$ cat src/rtl/load_store_unit_pkg.sv
// Shared definitions for the load/store unit: RISC-V funct3 codes, FSM states,
// access sizes and the alignment-mask helper.
package load_store_unit_pkg;

  localparam logic [2:0] F3_LB  = 3'b000;
  localparam logic [2:0] F3_LH  = 3'b001;
  localparam logic [2:0] F3_LW  = 3'b010;
  localparam logic [2:0] F3_LD  = 3'b011;
  localparam logic [2:0] F3_LBU = 3'b100;
  localparam logic [2:0] F3_LHU = 3'b101;
  localparam logic [2:0] F3_LWU = 3'b110;

  localparam logic [2:0] F3_SB  = 3'b000;
  localparam logic [2:0] F3_SH  = 3'b001;
  localparam logic [2:0] F3_SW  = 3'b010;
  localparam logic [2:0] F3_SD  = 3'b011;

  typedef enum logic [1:0] {S_IDLE, S_READ, S_WRITE, S_RESP} lsu_state_e;

  // Encoding matches funct3[1:0] so the size decodes by a plain cast.
  typedef enum logic [1:0] {SZ_BYTE, SZ_HALF, SZ_WORD, SZ_DOUBLE} lsu_size_e;

  // Address bits that must be zero for a naturally aligned access of this size.
  function automatic logic [2:0] size_mask(input lsu_size_e sz);
    case (sz)
      SZ_BYTE: return 3'b000;
      SZ_HALF: return 3'b001;
      SZ_WORD: return 3'b011;
      default: return 3'b111;
    endcase
  endfunction

endpackage

$ cat src/rtl/lsu_lane_align.sv
// Little-endian lane handling on one doubleword: extract+extend for loads,
// replace-one-lane merge for sub-doubleword stores.
module lsu_lane_align
  import load_store_unit_pkg::*;
(
  input  logic [63:0] i_dword,
  input  logic [2:0]  i_offset,
  input  lsu_size_e   i_size,
  input  logic        i_unsigned,
  input  logic [63:0] i_wdata,
  output logic [63:0] o_load_data,
  output logic [63:0] o_merge_data
);

  logic [5:0]  w_shamt;
  logic [63:0] w_shifted;
  logic [63:0] w_base_mask;
  logic [63:0] w_lane_mask;

  assign w_shamt   = {i_offset, 3'b000};
  assign w_shifted = i_dword >> w_shamt;

  // NOTE: every output of a combinational block gets a default first, so no path can infer a latch.
  always_comb begin
    o_load_data = i_dword;
    w_base_mask = '1;
    case (i_size)
      SZ_BYTE: begin
        o_load_data = {{56{~i_unsigned & w_shifted[7]}}, w_shifted[7:0]};
        w_base_mask = 64'h0000_0000_0000_00FF;
      end
      SZ_HALF: begin
        o_load_data = {{48{~i_unsigned & w_shifted[15]}}, w_shifted[15:0]};
        w_base_mask = 64'h0000_0000_0000_FFFF;
      end
      SZ_WORD: begin
        o_load_data = {{32{~i_unsigned & w_shifted[31]}}, w_shifted[31:0]};
        w_base_mask = 64'h0000_0000_FFFF_FFFF;
      end
      default: begin
        o_load_data = i_dword;
        w_base_mask = '1;
      end
    endcase
  end

  assign w_lane_mask  = w_base_mask << w_shamt;
  assign o_merge_data = (i_dword & ~w_lane_mask) | ((i_wdata & w_base_mask) << w_shamt);

endmodule

$ cat src/rtl/load_store_unit.sv
// Data-memory initiator: one request at a time, doubleword-only memory port,
// read-extract for loads and read-modify-write for narrow stores.
module load_store_unit
  import load_store_unit_pkg::*;
#(
  parameter int ADDR_WIDTH  = 64,
  parameter bit CHECK_ALIGN = 1'b1
) (
  input  logic                  clock,
  input  logic                  reset_n,
  input  logic                  req_valid,
  output logic                  req_ready,
  input  logic                  req_load,
  input  logic                  req_store,
  input  logic [2:0]            req_funct3,
  input  logic [ADDR_WIDTH-1:0] req_addr,
  input  logic [63:0]           req_wdata,
  output logic                  resp_valid,
  output logic [63:0]           resp_rdata,
  output logic                  resp_error,
  output logic                  mem_read,
  output logic                  mem_write,
  output logic [ADDR_WIDTH-1:0] address,
  output logic [63:0]           write_data,
  input  logic [63:0]           read_data
);

  lsu_state_e            r_state, w_next_state;
  logic [ADDR_WIDTH-1:0] r_addr;
  logic [63:0]           r_wdata, r_old, r_rdata;
  lsu_size_e             r_size;
  logic                  r_unsigned, r_is_load, r_error;

  lsu_size_e   w_req_size;
  logic        w_accept, w_misaligned, w_dec_error;
  logic [2:0]  w_offset;
  logic [63:0] w_align_in, w_load_data, w_merge_data;

  assign w_accept     = req_valid && (r_state == S_IDLE);
  assign w_req_size   = lsu_size_e'(req_funct3[1:0]);
  assign w_misaligned = CHECK_ALIGN && ((req_addr[2:0] & size_mask(w_req_size)) != 3'b000);
  assign w_dec_error  = (req_load == req_store) ||
                        (req_load && (req_funct3 == 3'b111)) ||
                        (req_store && req_funct3[2]) ||
                        w_misaligned;

  // With alignment checking off, the low bits below the access size are dropped.
  assign w_offset   = r_addr[2:0] & ~size_mask(r_size);
  assign w_align_in = (r_state == S_READ) ? read_data : r_old;

  lsu_lane_align u_lane_align (
    .i_dword      (w_align_in),
    .i_offset     (w_offset),
    .i_size       (r_size),
    .i_unsigned   (r_unsigned),
    .i_wdata      (r_wdata),
    .o_load_data  (w_load_data),
    .o_merge_data (w_merge_data)
  );

  // NOTE: state uses non-blocking assignments so every register samples pre-edge values.
  always_ff @(posedge clock) begin
    if (!reset_n) begin
      r_state    <= S_IDLE;
      r_addr     <= '0;
      r_wdata    <= '0;
      r_old      <= '0;
      r_rdata    <= '0;
      r_size     <= SZ_BYTE;
      r_unsigned <= 1'b0;
      r_is_load  <= 1'b0;
      r_error    <= 1'b0;
    end else begin
      r_state <= w_next_state;
      if (w_accept) begin
        r_addr     <= req_addr;
        r_wdata    <= req_wdata;
        r_size     <= w_req_size;
        r_unsigned <= req_funct3[2];
        r_is_load  <= req_load & ~req_store;
        r_error    <= w_dec_error;
        r_rdata    <= '0;
      end
      if (r_state == S_READ) begin
        if (r_is_load) r_rdata <= w_load_data;
        else           r_old   <= read_data;
      end
    end
  end

  always_comb begin
    w_next_state = r_state;
    req_ready    = 1'b0;
    resp_valid   = 1'b0;
    resp_rdata   = '0;
    resp_error   = 1'b0;
    mem_read     = 1'b0;
    mem_write    = 1'b0;
    address      = '0;
    write_data   = '0;
    case (r_state)
      S_IDLE: begin
        req_ready = 1'b1;
        if (req_valid) begin
          if (w_dec_error)                w_next_state = S_RESP;
          else if (req_load)              w_next_state = S_READ;
          else if (w_req_size == SZ_DOUBLE) w_next_state = S_WRITE;
          else                            w_next_state = S_READ;
        end
      end
      S_READ: begin
        mem_read     = reset_n;
        address      = {r_addr[ADDR_WIDTH-1:3], 3'b000};
        w_next_state = r_is_load ? S_RESP : S_WRITE;
      end
      S_WRITE: begin
        mem_write    = reset_n;
        address      = {r_addr[ADDR_WIDTH-1:3], 3'b000};
        write_data   = (r_size == SZ_DOUBLE) ? r_wdata : w_merge_data;
        w_next_state = S_RESP;
      end
      S_RESP: begin
        resp_valid   = 1'b1;
        resp_rdata   = r_rdata;
        resp_error   = r_error;
        w_next_state = S_IDLE;
      end
      default: w_next_state = S_IDLE;
    endcase
  end

endmodule

$ cat config.mk
export PLATFORM = sky130hd
export DESIGN_NAME = load_store_unit
export DESIGN_NICKNAME = d
export VERILOG_FILES = /design/src/rtl/load_store_unit_pkg.sv /design/src/rtl/lsu_lane_align.sv /design/src/rtl/load_store_unit.sv
export SDC_FILE = /design/constraint.sdc
export NUM_CORES = 1
export LEC_CHECK = 0
export ABC_AREA = 1
export BUFFER_PORTS_ARGS = -buffer_cell sky130_fd_sc_hd__buf_4
export CAP_MARGIN = 20
export CORE_ASPECT_RATIO = 0.9
export CORE_MARGIN = 2
export CORE_UTILIZATION = 41
export DETAILED_ROUTE_END_ITERATION = 7
export PLACE_DENSITY = 0.71
export SLEW_MARGIN = 25
export SYNTH_ARGS = -nofsm -noshare
export SYNTH_HDL_FRONTEND = slang
export SYNTH_SLANG_ARGS = --single-unit
$ cat constraint.sdc
create_clock -name clock -period 2.97 [get_ports clock]
set_input_delay 0.297 -clock clock [delete_from_list [all_inputs] [get_ports clock]]
set_output_delay 0.297 -clock clock [all_outputs]
set_load 0.05 [all_outputs]
# Word-level counts from Yosys, hierarchy flattened
# Index checks and enable logic that the tools add are counted.
# totals
in_bits,200
regBits,263
out_inout_bits,197
# classes
shift,3
bitwise,14
eq_ne,12
muxes,23
n_reduce_logical,12
# ops
cell,count
two-way mux 64 bit,8
case mux 64 bit (3 select lines),2
AND 64 bit,2
left shift 64 x 6 -> 64 bit,2
NOT 64 bit,1
bitwise OR 64 bit,1
right shift 64 x 6 -> 32 bit,1
case mux 3 bit (3 select lines),2
"equality test 2 bit, second input constant",6
two-way mux 2 bit,4
case mux 2 bit (4 select lines),1
AND 3 bit,2
"equality test 2 x 1 -> 1 bit, second input constant",3
zero test 2 bit,3
two-way mux 1 bit,6
AND 1 bit,4
"equality test 3 bit, second input constant",1
logical AND 1 bit,3
logical OR 1 bit,3
NOT 1 bit,3
NOT 3 bit,1
nonzero test 3 bit,1
"!= test 2 bit, second input constant",1
AND reduction 2 bit,1
other kinds (2),2

# Logic depth before layout (Yosys ltp)
# logic_depth
depth_word,10
mapped_depth,15
depth_no_buf,13

# By module
# From an unflattened synthesis, not the netlist that was laid out.
# unflattened
hier_cells,2820
hier_area_um2,16513.3
# modules_own_cells
module,instances,cells_each,area_per_inst_um2,seq_area_each_um2
load_store_unit,1,1815,12015.3,5265.0
lsu_lane_align,1,1005,4498.1,0.0

# Least setup slack after synthesis
# No wires, ideal clock.
# synth_path
path_type,register -> output
from,register r_size[1]
to,output port write_data[7]
path_stages_with_launch,9
arrival_ns,2.532
slack_ns,0.141
cell_sequence,dfxtp_1 inv_2 nand2_4 nor2_4 buf_4 nor2_2 nand2_1 clkbuf_1 a311oi_1
# synth_between
elab_chain_cells,10
# synth_lines
item,line,rtl
start: declaration,load_store_unit.sv:31,lsu_size_e r_size;
start signal: assignment,load_store_unit.sv:78,r_size <= w_req_size;
"equality test 2 bit, or another cell as far along","load_store_unit_pkg.sv:25, lsu_lane_align.sv:27",
case mux 3 bit (3 select lines),load_store_unit_pkg.sv:25,case (sz)
NOT 3 bit,load_store_unit.sv:48,assign w_offset = r_addr[2:0] & ~size_mask(r_size);
AND 3 bit,load_store_unit.sv:48,
left shift 64 x 6 -> 64 bit,lsu_lane_align.sv:47,assign w_lane_mask = w_base_mask << w_shamt;
NOT 64 bit,lsu_lane_align.sv:48,assign o_merge_data = (i_dword & ~w_lane_mask) | ((i_wdata & w_base_mask) << w_shamt);
AND 64 bit,lsu_lane_align.sv:48,
bitwise OR 64 bit,lsu_lane_align.sv:48,
two-way mux 64 bit *,load_store_unit.sv:119,write_data = (r_size == SZ_DOUBLE) ? r_wdata : w_merge_data;
two-way mux 64 bit *,load_store_unit.sv:101,case (r_state)
end: declaration,load_store_unit.sv:24,"output logic [63:0] write_data,"
# Mark *: on every way between the ends. The rest lies on a longest branch, timed or not.

# Final worst setup path
# layout_path
from,register r_state[1]
to,output port write_data[36]
# layout_between
elab_chain_cells,6
# layout_lines
item,line,rtl
start: declaration,load_store_unit.sv:28,"lsu_state_e r_state, w_next_state;"
start signal: assignment,load_store_unit.sv:74,r_state <= w_next_state;
equality test 2 x 1 -> 1 bit,load_store_unit.sv:49,assign w_align_in = (r_state == S_READ) ? read_data : r_old;
two-way mux 64 bit,load_store_unit.sv:49,
AND 64 bit,lsu_lane_align.sv:48,
bitwise OR 64 bit,lsu_lane_align.sv:48,
two-way mux 64 bit,load_store_unit.sv:119,
two-way mux 64 bit *,load_store_unit.sv:101,
# Marked as above.

==> summary.txt <==
Worst setup path
  – Worst-path fanout max: 62
  – CP cell instances: inv_1 > ha_4 > buf_12 > o21ai_0 > buf_4 > o211ai_1 > o211ai_1 > inv_1 > buf_4
  – End of the critical path: write_data[36]
  – Crit-path slowest cell: dfxtp_1
  – Worst EP required: 2.67 ns
  – Worst Setup Start Kind: flop
  – R2R setup slack: 0.43 ns
  – CP Capture Type: primary output
  – Crit path kind: reg2out
  – Reg-to-Reg End: r_rdata[6]$_SDFF_PN0_
  – Slowest stage delay, CP: 0.33 ns
  – Reg2Reg Depth: 10
  – FF-to-FF Start: r_addr[1]$_SDFFE_PN0P_
  – CP Launch Point: r_state[1]$_SDFFE_PN0P_
  – CP arrival: 2.66 ns

Finish
  – Layout cells sized above 1: 19.37%
  – P&R area growth vs syn: 39.68%
  – Design area: 0.02147 mm²
  – Nets@finish: 3,210

Drt
  – Post-DR wirelength/cell: 19.65 µm
  – Drt pass-1 iters: 6
  – # DRC: 0
  – Drt total wl: 69.01 mm
  – Detailed-route via count: 18,810
  – Starting DRT DRC Count: 1,987
  – Vias per cell: 5.357
  – Final antenna-violating net count: 0

STA
  – Period utilization: 99.43%
  – Min Tclk post-route: 2.953 ns
  – RSZ-0062 raised after global routing: true
  – Max Transition Viols Final: 0
  – Final WS setup: 0.01706 ns
  – Final hold vios: 0
  – Worst Skew: 0.01476 ns
  – Count of final setup violators: 0
  – Worst-margin pin slew: 0.9516 ns
  – Setup TNS: 0 ns
  – Max Clk Rate: 338.6 MHz
  – Min Hold Slack: 0.01321 ns
  – Slew HR: 36.46%

Floorplan
  – Die H: 187.7 µm
  – Initial Util: 41.39%
  – Core footprint: 0.03714 mm²
  – Row count: 67
  – IO Pins: 397
  – Die W: 208.1 µm
  – Die area: 0.03906 mm²

Logic synthesis
  – Mean Syn Cell Area: 6.056 µm²
  – Seq/Total Area, Yosys: 34.25%
  – Area share of the largest cell type after synthesis: 34.25%
  – Synth area leaders: dfxtp_1, nand2_1, o21ai_0
  – Synth cell types: 42
  – #FFs+latches synth: 263
  – Synthesis Warnings: 0
  – Post-synthesis cell count: 2,538
  – Cell taking the most area after synthesis: dfxtp_1
  – Post-Syn Area: 0.01537 mm²

CTS
  – Worst-case clock buffer depth: 3
  – Clock transition at the registers of the reported paths: 0.06 ns
  – Clk Latency, worst-skew pair: 0.58 ns
  – Clock Sinks: 263
  – Htree depth: 1
  – CTS tree: yes
  – TritonCTS buffer count: 30
  – Root buffer cell: clkbuf_16

Power
  – PD cells: 766.2 mW/mm²
  – Max VDD drop: 0.5080 mV
  – Final Power: 0.01645 W
  – Leak pwr: 10.72 nW

Global route
  – First-pass GRT wire length: 102.9 mm
  – Tot GR Track Use: 33.68%
  – GR Overflow Total: 0
  – Initial antenna violation count: 4
  – Largest net degree at the start of global routing: 173
  – Vias in the first global route: 17,730

Placement
  – Pre-CTS setup slack: 0.2278 ns
  – GP Congestion: 1.006
  – Post-DP HPWL: 47.73 mm
  – Port Buffers: 393
  – Area after DPL: 0.01887 mm²

Flow run
  – Maximum capacitance violations: 0

Status
  – Outcome: completed

Worst hold path
  – Worst min path class: in2reg
[Yosys cell counts (all sizes together)]
cell type / instances
a211oi: 26
a21oi: 142
a221oi: 2
a22o: 6
a311oi: 1
a31oi: 18
a32o: 8
and2: 1
buf: 64
clkbuf: 129
conb: 1
dfxtp: 263
ha: 5
inv: 322
mux2i: 1
nand2: 610
nand3: 189
nand3b: 1
nand4: 6
nor2: 379
nor3: 5
o211ai: 16
o21a: 9
o21ai: 316
o21bai: 14
o221ai: 4
[layout by cell type, fill, tap and decap left out, types with 4 or more instances in the layout]
| cell type | netlist | final |
|---|---|---|
| a21oi_2 | 10 | 12 |
| buf_12 | 0 | 13 |
| clkinv_2 | 0 | 5 |
| buf_4 | 8 | 460 |
| a211oi_1 | 26 | 26 |
| nand2_2 | 3 | 5 |
| nor2_2 | 4 | 4 |
| dfxtp_1 | 263 | 262 |
| o21a_1 | 9 | 9 |
| dlygate4sd3_1 | 0 | 150 |
| nand4_1 | 6 | 6 |
| nand3_1 | 187 | 187 |
| nand2_1 | 605 | 601 |
| o21ai_1 | 10 | 8 |
| inv_1 | 313 | 310 |
| o221ai_1 | 4 | 4 |
| nor3_1 | 4 | 4 |
| a32o_1 | 8 | 8 |
| a22o_1 | 6 | 6 |
| inv_2 | 8 | 10 |
| o21bai_1 | 4 | 4 |
| o21ai_0 | 306 | 301 |
| o21ai_2 | 0 | 7 |
| clkbuf_1 | 129 | 6 |
| o21bai_2 | 10 | 10 |
| o211ai_1 | 15 | 15 |
| a21oi_1 | 132 | 130 |
| a31oi_1 | 18 | 17 |
| clkbuf_16 | 0 | 31 |
| nor2_1 | 374 | 374 |
[worst min-delay path by stage]
stage                           startpoint                  endpoint  cells after the start
floorplan                    read_data[11]    r_old[11]$_SDFFE_PN0P_                      2
global placement    r_old[12]$_SDFFE_PN0P_    r_old[12]$_SDFFE_PN0P_                      2
detailed placement   r_old[4]$_SDFFE_PN0P_     r_old[4]$_SDFFE_PN0P_                      2
CTS                          req_wdata[40]  r_wdata[40]$_SDFFE_PN0P_                      3
global route                 req_wdata[19]  r_wdata[19]$_SDFFE_PN0P_                      3
finish                       req_wdata[19]  r_wdata[19]$_SDFFE_PN0P_                      3
[area by class of cell]
type	count	area, µm²
fill	3565	15670
multi-input combinational	1764	8165
sequential	263	5266
timing repair buffer	624	5226
inverter	322	1214
clock buffer	40	839.6
tap	483	604.3
clock inverter	12	147.6
antenna	3	7.507
[cell families (layout without fill, tap and decap cells)]
| group | after synthesis | count (layout) | share of synthesized area (%) |
|---|---|---|---|
| other cells | 1 | 6 | 0.02440 |
| mux | 1 | 1 | 0.06512 |
| fa+ha+maj | 5 | 5 | 0.4070 |
| buf+inv | 515 | 998 | 13.38 |
| flops | 263 | 263 | 34.25 |
| simple gates | 1191 | 1193 | 31.21 |
| compound gates | 562 | 562 | 20.66 |
[metal layers]
metal	track usage, %	part of all wire, %	routed length [µm]	up-vias
li1	-	-	-	8982
met1	43.02	41	28150	8695
met2	55.18	46	31720	951
met3	7.821	9.2	6317	180
met4	13.06	4.1	2800	2
met5	0	0.026	18	-
[metrics by stage]
step                util, %  cells
floorplan                 -   2540
global placement      50.82   3302
detailed placement    50.82   3302
CTS                   57.67   3506
global route          57.81   3510
finish                57.81   3511
[power by group]
| part | switching, W | internal, W |
|---|---|---|
| combinational | 0.00570 | 0.00244 |
| clock | 0.00157 | 0.00223 |
| sequential | 0.000375 | 0.00413 |
| total | 0.00764 | 0.00881 |
[state kept, by name (all words and copies together) (netlist names)]
| signal | flops |
|---|---|
| r_addr | 64 |
| r_size | 2 |
| r_state | 2 |
| r_rdata | 64 |
| r_wdata | 64 |
| r_is_load | 1 |
| r_old | 64 |
| r_error | 1 |
| r_unsigned | 1 |
[worst max-delay path: cells and delay by family (launching register included)]
kind / cells / cell delay, ns
flops: 1 / 0.33
buf+inv: 5 / 0.93
fa+ha+maj: 1 / 0.21
compound gates: 3 / 0.59
[timing repair]
action / 4_1_cts / 5_1_grt
gates resized for setup: 13 / 9
cloned: 1 / 1
pin swaps: 2 / 3
endpoints found under the hold margin: 150 / 0
hold buffers: 150 / 0
endpoints found under the setup margin: 14 / 26
setup buffers: 1 / 1
Note: power is estimated with default switching activity, not from simulation.
